<file path="src/rtl/fetch_controller_if.sv">
// rtl/fetch_controller_if.sv - icache, predictor, instruction-queue and ROB signals of the fetch controller
interface fetch_controller_if #(
    parameter int CNT_WIDTH = 32
);
    logic                 rdy_in;
    logic                 icache_req_valid;
    logic [31:0]          icache_req_addr;
    logic                 icache_resp_valid;
    logic [31:0]          icache_resp_inst;
    logic [31:0]          bp_pc;
    logic                 bp_taken;
    logic                 iq_full;
    logic                 inst_valid;
    logic [31:0]          inst_out;
    logic [31:0]          inst_pc;
    logic                 inst_pred_taken;
    logic                 jalr_resolve;
    logic [31:0]          jalr_target;
    logic                 rob_flush;
    logic [31:0]          rob_flush_pc;
    logic [CNT_WIDTH-1:0] stat_branch_cnt;
    logic [CNT_WIDTH-1:0] stat_flush_cnt;

    modport master (
        input  rdy_in, icache_resp_valid, icache_resp_inst, bp_taken, iq_full,
               jalr_resolve, jalr_target, rob_flush, rob_flush_pc,
        output icache_req_valid, icache_req_addr, bp_pc, inst_valid, inst_out,
               inst_pc, inst_pred_taken, stat_branch_cnt, stat_flush_cnt
    );

    modport slave (
        output rdy_in, icache_resp_valid, icache_resp_inst, bp_taken, iq_full,
               jalr_resolve, jalr_target, rob_flush, rob_flush_pc,
        input  icache_req_valid, icache_req_addr, bp_pc, inst_valid, inst_out,
               inst_pc, inst_pred_taken, stat_branch_cnt, stat_flush_cnt
    );
endinterface

</file>
<file path="src/rtl/fetch_controller.sv">
// rtl/fetch_controller.sv - fetch PC owner: one icache request at a time, predecode, next-PC select
module fetch_controller #(
    parameter logic [31:0] RESET_PC  = 32'h0,
    parameter int          CNT_WIDTH = 32
) (
    input  logic               clk_in,
    input  logic               rst_in,
    fetch_controller_if.master bus
);
    typedef enum logic [2:0] {IDLE, REQ, STALL_IQ, WAIT_JALR, DRAIN} state_t;

    localparam logic [CNT_WIDTH-1:0] CNT_ONE = {{(CNT_WIDTH-1){1'b0}}, 1'b1};

    state_t               state;
    logic [31:0]          pc;
    logic                 req_valid_q;
    logic [31:0]          req_addr_q;
    logic                 inst_valid_q;
    logic [31:0]          inst_q;
    logic [31:0]          inst_pc_q;
    logic                 pred_q;
    logic [31:0]          lat_next;
    logic                 lat_jalr;
    logic [CNT_WIDTH-1:0] branch_cnt;
    logic [CNT_WIDTH-1:0] flush_cnt;

    logic [31:0] w;
    logic        is_jal, is_br, is_jalr, pred;
    logic [31:0] j_imm, b_imm, next_pc;

    assign w       = bus.icache_resp_inst;
    assign is_jal  = (w[6:0] == 7'b1101111);
    assign is_br   = (w[6:0] == 7'b1100011);
    assign is_jalr = (w[6:0] == 7'b1100111);
    assign pred    = is_br & bus.bp_taken;
    assign j_imm   = {{11{w[31]}}, w[31], w[19:12], w[20], w[30:21], 1'b0};
    assign b_imm   = {{19{w[31]}}, w[31], w[7], w[30:25], w[11:8], 1'b0};
    assign next_pc = is_jal ? pc + j_imm : (pred ? pc + b_imm : pc + 32'd4);

    always_ff @(posedge clk_in or negedge rst_in) begin
        if (!rst_in) begin
            state        <= IDLE;
            pc           <= RESET_PC;
            req_valid_q  <= 1'b0;
            req_addr_q   <= 32'h0;
            inst_valid_q <= 1'b0;
            inst_q       <= 32'h0;
            inst_pc_q    <= 32'h0;
            pred_q       <= 1'b0;
            lat_next     <= 32'h0;
            lat_jalr     <= 1'b0;
            branch_cnt   <= '0;
            flush_cnt    <= '0;
        end else if (bus.rdy_in) begin
            inst_valid_q <= 1'b0;
            if (bus.rob_flush) begin
                flush_cnt   <= flush_cnt + CNT_ONE;
                pc          <= bus.rob_flush_pc;
                req_valid_q <= 1'b0;
                // Only an unanswered request leaves a response in flight that must be drained.
                if (((state == REQ) && req_valid_q) || (state == DRAIN))
                    state <= bus.icache_resp_valid ? REQ : DRAIN;
                else
                    state <= REQ;
            end else begin
                case (state)
                    IDLE: state <= REQ;
                    REQ: begin
                        if (!req_valid_q) begin
                            req_valid_q <= 1'b1;
                            req_addr_q  <= pc;
                        end else if (bus.icache_resp_valid) begin
                            req_valid_q <= 1'b0;
                            inst_q      <= w;
                            inst_pc_q   <= pc;
                            pred_q      <= pred;
                            if (is_br)
                                branch_cnt <= branch_cnt + CNT_ONE;
                            if (!bus.iq_full) begin
                                inst_valid_q <= 1'b1;
                                pc           <= next_pc;
                                state        <= is_jalr ? WAIT_JALR : REQ;
                            end else begin
                                lat_next <= next_pc;
                                lat_jalr <= is_jalr;
                                state    <= STALL_IQ;
                            end
                        end
                    end
                    STALL_IQ: begin
                        if (!bus.iq_full) begin
                            inst_valid_q <= 1'b1;
                            pc           <= lat_next;
                            state        <= lat_jalr ? WAIT_JALR : REQ;
                        end
                    end
                    WAIT_JALR: begin
                        if (bus.jalr_resolve) begin
                            pc    <= bus.jalr_target;
                            state <= REQ;
                        end
                    end
                    DRAIN: begin
                        if (bus.icache_resp_valid)
                            state <= REQ;
                    end
                    default: state <= IDLE;
                endcase
            end
        end
    end

    assign bus.icache_req_valid = req_valid_q;
    assign bus.icache_req_addr  = req_addr_q;
    assign bus.bp_pc            = req_addr_q;
    assign bus.inst_valid       = inst_valid_q;
    assign bus.inst_out         = inst_q;
    assign bus.inst_pc          = inst_pc_q;
    assign bus.inst_pred_taken  = pred_q;
    assign bus.stat_branch_cnt  = branch_cnt;
    assign bus.stat_flush_cnt   = flush_cnt;
endmodule
</file>
<file path="src/flat_wrapper.sv">
// flat-port wrapper written by rule: the top's interface ports become plain ports
module fetch_controller_flat 
#(
    parameter logic [31:0] RESET_PC  = 32'h0,
    parameter int          CNT_WIDTH = 32
)
  (clk_in, rst_in, bus_rdy_in, bus_icache_resp_valid, bus_icache_resp_inst, bus_bp_taken, bus_iq_full, bus_jalr_resolve, bus_jalr_target, bus_rob_flush, bus_rob_flush_pc, bus_icache_req_valid, bus_icache_req_addr, bus_bp_pc, bus_inst_valid, bus_inst_out, bus_inst_pc, bus_inst_pred_taken, bus_stat_branch_cnt, bus_stat_flush_cnt);
  fetch_controller_if #(.CNT_WIDTH(CNT_WIDTH)) bus_i ();
  input  logic clk_in;
  input  logic rst_in;
  input wire logic [$bits(bus_i.rdy_in)-1:0] bus_rdy_in;
  input wire logic [$bits(bus_i.icache_resp_valid)-1:0] bus_icache_resp_valid;
  input wire logic [$bits(bus_i.icache_resp_inst)-1:0] bus_icache_resp_inst;
  input wire logic [$bits(bus_i.bp_taken)-1:0] bus_bp_taken;
  input wire logic [$bits(bus_i.iq_full)-1:0] bus_iq_full;
  input wire logic [$bits(bus_i.jalr_resolve)-1:0] bus_jalr_resolve;
  input wire logic [$bits(bus_i.jalr_target)-1:0] bus_jalr_target;
  input wire logic [$bits(bus_i.rob_flush)-1:0] bus_rob_flush;
  input wire logic [$bits(bus_i.rob_flush_pc)-1:0] bus_rob_flush_pc;
  output wire logic [$bits(bus_i.icache_req_valid)-1:0] bus_icache_req_valid;
  output wire logic [$bits(bus_i.icache_req_addr)-1:0] bus_icache_req_addr;
  output wire logic [$bits(bus_i.bp_pc)-1:0] bus_bp_pc;
  output wire logic [$bits(bus_i.inst_valid)-1:0] bus_inst_valid;
  output wire logic [$bits(bus_i.inst_out)-1:0] bus_inst_out;
  output wire logic [$bits(bus_i.inst_pc)-1:0] bus_inst_pc;
  output wire logic [$bits(bus_i.inst_pred_taken)-1:0] bus_inst_pred_taken;
  output wire logic [$bits(bus_i.stat_branch_cnt)-1:0] bus_stat_branch_cnt;
  output wire logic [$bits(bus_i.stat_flush_cnt)-1:0] bus_stat_flush_cnt;
  assign bus_i.rdy_in = bus_rdy_in;
  assign bus_i.icache_resp_valid = bus_icache_resp_valid;
  assign bus_i.icache_resp_inst = bus_icache_resp_inst;
  assign bus_i.bp_taken = bus_bp_taken;
  assign bus_i.iq_full = bus_iq_full;
  assign bus_i.jalr_resolve = bus_jalr_resolve;
  assign bus_i.jalr_target = bus_jalr_target;
  assign bus_i.rob_flush = bus_rob_flush;
  assign bus_i.rob_flush_pc = bus_rob_flush_pc;
  assign bus_icache_req_valid = bus_i.icache_req_valid;
  assign bus_icache_req_addr = bus_i.icache_req_addr;
  assign bus_bp_pc = bus_i.bp_pc;
  assign bus_inst_valid = bus_i.inst_valid;
  assign bus_inst_out = bus_i.inst_out;
  assign bus_inst_pc = bus_i.inst_pc;
  assign bus_inst_pred_taken = bus_i.inst_pred_taken;
  assign bus_stat_branch_cnt = bus_i.stat_branch_cnt;
  assign bus_stat_flush_cnt = bus_i.stat_flush_cnt;
  fetch_controller #(.RESET_PC(RESET_PC), .CNT_WIDTH(CNT_WIDTH)) u_core (.clk_in(clk_in), .rst_in(rst_in), .bus(bus_i));
endmodule
</file>
<file path="config.mk">
export PLATFORM = sky130hd
export DESIGN_NAME = fetch_controller_flat
export DESIGN_NICKNAME = d
export VERILOG_FILES = /design/src/rtl/fetch_controller_if.sv /design/src/rtl/fetch_controller.sv /design/src/flat_wrapper.sv
export SDC_FILE = /design/constraint.sdc
export NUM_CORES = 1
export LEC_CHECK = 0
export BUFFER_PORTS_ARGS = -buffer_cell sky130_fd_sc_hd__buf_2
export CORE_ASPECT_RATIO = 1.5
export CORE_MARGIN = 2
export CORE_UTILIZATION = 25
export CTS_CLUSTER_SIZE = 10
export DETAILED_ROUTE_END_ITERATION = 8
export PLACE_DENSITY = 0.54
export SYNTH_ARGS = -nofsm -noshare
export SYNTH_HDL_FRONTEND = slang
export SYNTH_SLANG_ARGS = --single-unit
export TNS_END_PERCENT = 30
</file>
<file path="constraint.sdc">
create_clock -name clk_in -period 3.3 [get_ports clk_in]
set_clock_uncertainty 0.1 [all_clocks]
set_input_delay 0.33 -clock clk_in [delete_from_list [all_inputs] [get_ports clk_in]]
set_output_delay 0.33 -clock clk_in [all_outputs]
set_load 0.01 [all_outputs]
</file>
# Word-level counts from Yosys, hierarchy flattened
# Cells that the tools add are included.
dict set report totals {
  register_bits 231
  input_bits 104
  out_inout_bits 195
  word_cells 76
}
dict set report classes {
  n_addsub 5
  eq_ne 13
  n_mux 30
  bitwise 3
  reduce_logical 13
}
# operator count
set op_table {}
lappend op_table {{2-to-1 mux 32 bit} 8}
lappend op_table {{case mux 32 bit (3 select lines)} 1}
lappend op_table {{adder 32 x 1 -> 32 bit, second input constant} 2}
lappend op_table {{adder 32 bit} 2}
lappend op_table {{adder 32 x 3 -> 32 bit, second input constant} 1}
lappend op_table {{2-to-1 mux 3 bit} 9}
lappend op_table {{== test 7 bit, second input constant} 3}
lappend op_table {{AND reduction 6 bit} 3}
lappend op_table {{inequality test 3 bit, second input constant} 5}
lappend op_table {{case mux 3 bit (5 select lines)} 1}
lappend op_table {{2-to-1 mux 1 bit} 8}
lappend op_table {{AND reduction 7 bit} 1}
lappend op_table {{== test 3 x 2 -> 1 bit, second input constant} 2}
lappend op_table {{AND reduction 5 bit} 1}
lappend op_table {{2-to-1 mux 2 bit} 2}
lappend op_table {{AND reduction 2 bit} 2}
lappend op_table {{AND reduction 4 bit} 1}
lappend op_table {{nonzero test 4 bit} 1}
lappend op_table {{== test 3 x 1 -> 1 bit, second input constant} 1}
lappend op_table {{== test 3 bit, second input constant} 1}
lappend op_table {{zero test 3 bit} 1}
lappend op_table {{inequality test 3 x 2 -> 1 bit, second input constant} 1}
lappend op_table {{NOT 1 bit} 2}
lappend op_table {{case mux 1 bit (2 select lines)} 1}
lappend op_table {{other kinds (4)} 4}

# Logic depth before layout (Yosys ltp)
dict set report logic_depth {
  word_depth 9
  ltp_mapped 12
  depth_no_buf 12
}

# Worst setup path before layout
# OpenSTA, ideal clock, no wires.
dict set report synth_timing {
  path_kind {register -> register}
  start {register u_core.pc[1]}
  end {register u_core.lat_next[25]}
  setup_time_ns 0.132
  arrival_time_ns 2.683
  t_required_ns 3.068
  path_slack_ns 0.385
  stages_incl_launch_ff 13
  n_path_buf 0
  synth_period_minus_slack_ns 2.915
  path_cell_list {dfrtp_1 > ha_1 > inv_1 > fa_1 > nand2b_1 > a21oi_1 > o21ai_0 > a31oi_1 > nand4_1 > and2_1 > a41o_1 > a2111oi_0 > nor2_1}
}
dict set report synth_via {
  elab_chain_cells 3
  elab_cells_between_ends 5
  classes_between {3 x add/sub; 2 x mux}
}
# item line
set synth_lines {}
lappend synth_lines {{start, declared} fetch_controller.sv:15} ;# logic [31:0] pc;
lappend synth_lines {{start signal, assigned} fetch_controller.sv:58} ;# pc <= bus.rob_flush_pc;
lappend synth_lines {{start signal, assigned} fetch_controller.sv:81} ;# pc <= next_pc;
lappend synth_lines {{start signal, assigned} fetch_controller.sv:93} ;# pc <= lat_next;
lappend synth_lines {{adder 32 x 3 -> 32 bit or adder 32 bit (tied branches)} fetch_controller.sv:38} ;# assign next_pc = is_jal ? pc + j_imm : (pred ? pc + b_imm : pc + 32'd4);
lappend synth_lines {{2-to-1 mux 32 bit} fetch_controller.sv:38}
lappend synth_lines {{2-to-1 mux 32 bit *} fetch_controller.sv:38}
lappend synth_lines {{end signal, assigned} fetch_controller.sv:84} ;# lat_next <= next_pc;
lappend synth_lines {{end, declared} fetch_controller.sv:22} ;# logic [31:0] lat_next;
# Every way passes the cells marked *; elsewhere a longest branch is shown, timed or not.
# A chain may end at the register's enable or synchronous reset.

# Final worst setup path
dict set report layout_timing {
  start {register u_core.pc[2]}
  end {register u_core.lat_next[31]}
}
# Same word-level chain as after synthesis.

==> qor.txt <==
Slowest stage delay, CP - 0.43 ns
# rows - 106
Hold WS - 0.0409 ns
Width of the die - 198 µm
Top post-synthesis cells by area - dfrtp_1, mux2_2, xnor2_1, ha_1, nand2_1
Share of the synthesized area in the top cell type - 41.0%
Sequential share of the synthesized area - 41.0%
TNS Setup - 0 ns
Via count - 13400
Status - completed
Syn_area_per_cell - 9.47 µm²
Initial core utilization - 25.3%
Number of synthesized flops with an enable pin - 0
CTS tree - done
Total gr overflow - 0
Chip Height - 295 µm
Remaining DRCs - 0
Critical path type - register to register
Routed Antenna Nets - 0
GPL Wtd Cong - 0.910
Largest net degree at the start of global routing - 72
Async SR Flop Fraction - 100%
Die ar. - 58400 µm²
Most numerous cell in the Yosys netlist - dfrtp_1
Layout cells sized above 1 - 33.6%
RSZ-0062 raised after global routing - false
CP Buf/Inv Count - 3
Final Net Count - 2085
DP HPWL - 44600 µm
Clk root buf - clkbuf_16
Port buffer count - 298
Min Tclk post-route - 3.16 ns
CTS sink cnt - 231
Final hold viol count - 0
PwrDens - 788 nW/µm²
Flops & latches, synth - 231
CP Max Fanout - 5
First-pass GRT wire length - 84200 µm
Yosys Warn Count - 0
Critical path data arrival time - 3.51 ns
Iter 0 DRT Violations - 577
Setup-failing EPs final - 0
Net count after synthesis - 1641
Critical-path top delay cell - fa_1
Top post-synthesis cells by count - dfrtp_1, nand2_1, mux2_2, a21oi_1, o21ai_0
GRT Total Usage - 19.3%
Fin crit share - 95.8%
Synthesized cell area - 14100 µm²
HP Class - input port to register
Worst-Skew Late Latency - 0.60 ns
CTS max path bufs - 3
H-tree Lvls - 1
Setup crit end kind - register
Worst-path cell chain - inv_1 -> buf_4 -> fa_1 -> nor2b_2 -> o31a_1 -> o21bai_2 -> a31oi_2 -> o21ai_1 -> a21o_1 -> o311ai_1 -> buf_4 -> a41oi_1
Wire length per cell - 21.6 µm
CP top delay family - compound AO/OA/AOI/OAI gates
Reg clk slew, reported paths - 0.06 ns
Layout area overhead - 33.4%
Leak pwr - 9.11 nW
Vias/cell - 5.05
CTS Buf Count - 29
Vias in the first global route - 13800
Tot Pwr - 0.0148 W
Synth cell types - 70
Post-Synthesis Cells - 1489
MaxCap Viol Count - 0
Core Area - 55700 µm²
Max VDD drop - 0.525 mV
Synth area leader - dfrtp_1
Initial antenna violation count - 6
Most common cell type on the critical path - buf_4
Slew at the pin closest to its max-slew limit - 0.763 ns
Total wire length - 57200 µm
Top_reg_cell synth - dfrtp_1
Num ports - 299
Pre-CTS worst setup slack - -0.206 ns
Rel. slew slack - 49.1%
Max Fclk - 316 MHz
Worst Path Required - 3.64 ns
Final core occ - 33.8%
Critical path launch point type - register
Pins Over Slew Limit - 0
TritonRoute pass-1 iters - 7
Fin worst setup slack - 0.139 ns
[cell type report]
cell class	count	area (µm²)
fill	5747	36900
multi-input combinational	1123	7770
tap	702	878
timing repair buffer	520	3390
clock inverter	4	66.3
sequential	231	5780
clock buffer	39	813
inverter	28	105
antenna	2	5.00
[final timing paths]
check | startpoint | end | slack (ns) | cells after the start
max reg2reg | u_core.pc[2] | u_core.lat_next[31] | 0.14 | 12
max in group asynchronous | rst_in | u_core.pc[7] | 2.01 | 3
max | u_core.pc[2] | u_core.lat_next[31] | 0.14 | 12
min reg2reg | u_core.bus.stat_flush_cnt[31] | u_core.bus.stat_flush_cnt[31] | 0.37 | 1
min in group asynchronous | rst_in | u_core.bus.stat_branch_cnt[31] | 0.19 | 2
min | bus_rob_flush_pc[3] | u_core.pc[3] | 0.04 | 3
[per-layer routing]
| metal | track usage [%] | wire, µm |
|---|---|---|
| met5 | 0 | 60 |
| met3 | 2.70 | 2600 |
| met4 | 12.6 | 4120 |
| met2 | 36.8 | 30400 |
| met1 | 19.3 | 20000 |
[cell usage in the layout (no fill, tap or decap), drive strengths merged, types with 26 or more instances in the layout]
cell | Yosys | final
clkbuf | 63 | 39
xnor2 | 68 | 68
inv | 28 | 29
o21ai | 91 | 91
nand3 | 61 | 61
dlygate4sd3 | 0 | 45
a21oi | 108 | 108
mux2 | 113 | 113
nor2 | 82 | 82
ha | 46 | 46
xor2 | 44 | 44
dfrtp | 231 | 231
a211oi | 26 | 26
and3 | 43 | 43
nand2 | 147 | 147
buf | 44 | 475
[registers in the layout, indices dropped and copies added, names as in the netlist]
register	flops
u_core.bus.inst_valid	1
u_core.lat_next	32
u_core.bus.stat_flush_cnt	32
u_core.lat_jalr	1
u_core.bus.inst_pc	32
u_core.bus.inst_out	32
u_core.state	3
u_core.bus.inst_pred_taken	1
u_core.pc	32
u_core.bus.stat_branch_cnt	32
u_core.bus.bp_pc	32
u_core.bus.icache_req_valid	1
[worst min-delay path: cells and delay by family]
family | cells | cell delay (ns)
buf+inv | 1 | 0.07
compound gates | 2 | 0.30
[kinds of logic after synthesis]
logic type,count (synthesis),share of synthesized area (%)
mux,133,10.4
simple gates,455,15.9
compound gates,375,16.9
buf+inv,135,4.47
fa+ha+maj,48,4.36
flops,231,41.0
xor+xnor,112,6.95
[power by group]
part	internal, W	leakage [nW]	switching, W
sequential	0.00372	2.99	0.000740
combinational	0.00324	5.69	0.00402
clock	0.00178	0.427	0.00132
[timing repair]
item,CTS,global route
buffers inserted,0,0
hold buffers,45,0
endpoints found under the hold margin,111,0
setup endpoints to repair,5,23
pin swaps,0,3
resized for setup,6,20
[through the flow]
step | area (µm²) | instances
after detailed placement | 17400 | 2559
after floorplan | 14100 | 1489
final | 18800 | 2649
after CTS | 18800 | 2647
after global placement | 17400 | 2559
after global routing | 18800 | 2648
No activity file was read; power rests on OpenSTA's default activity.
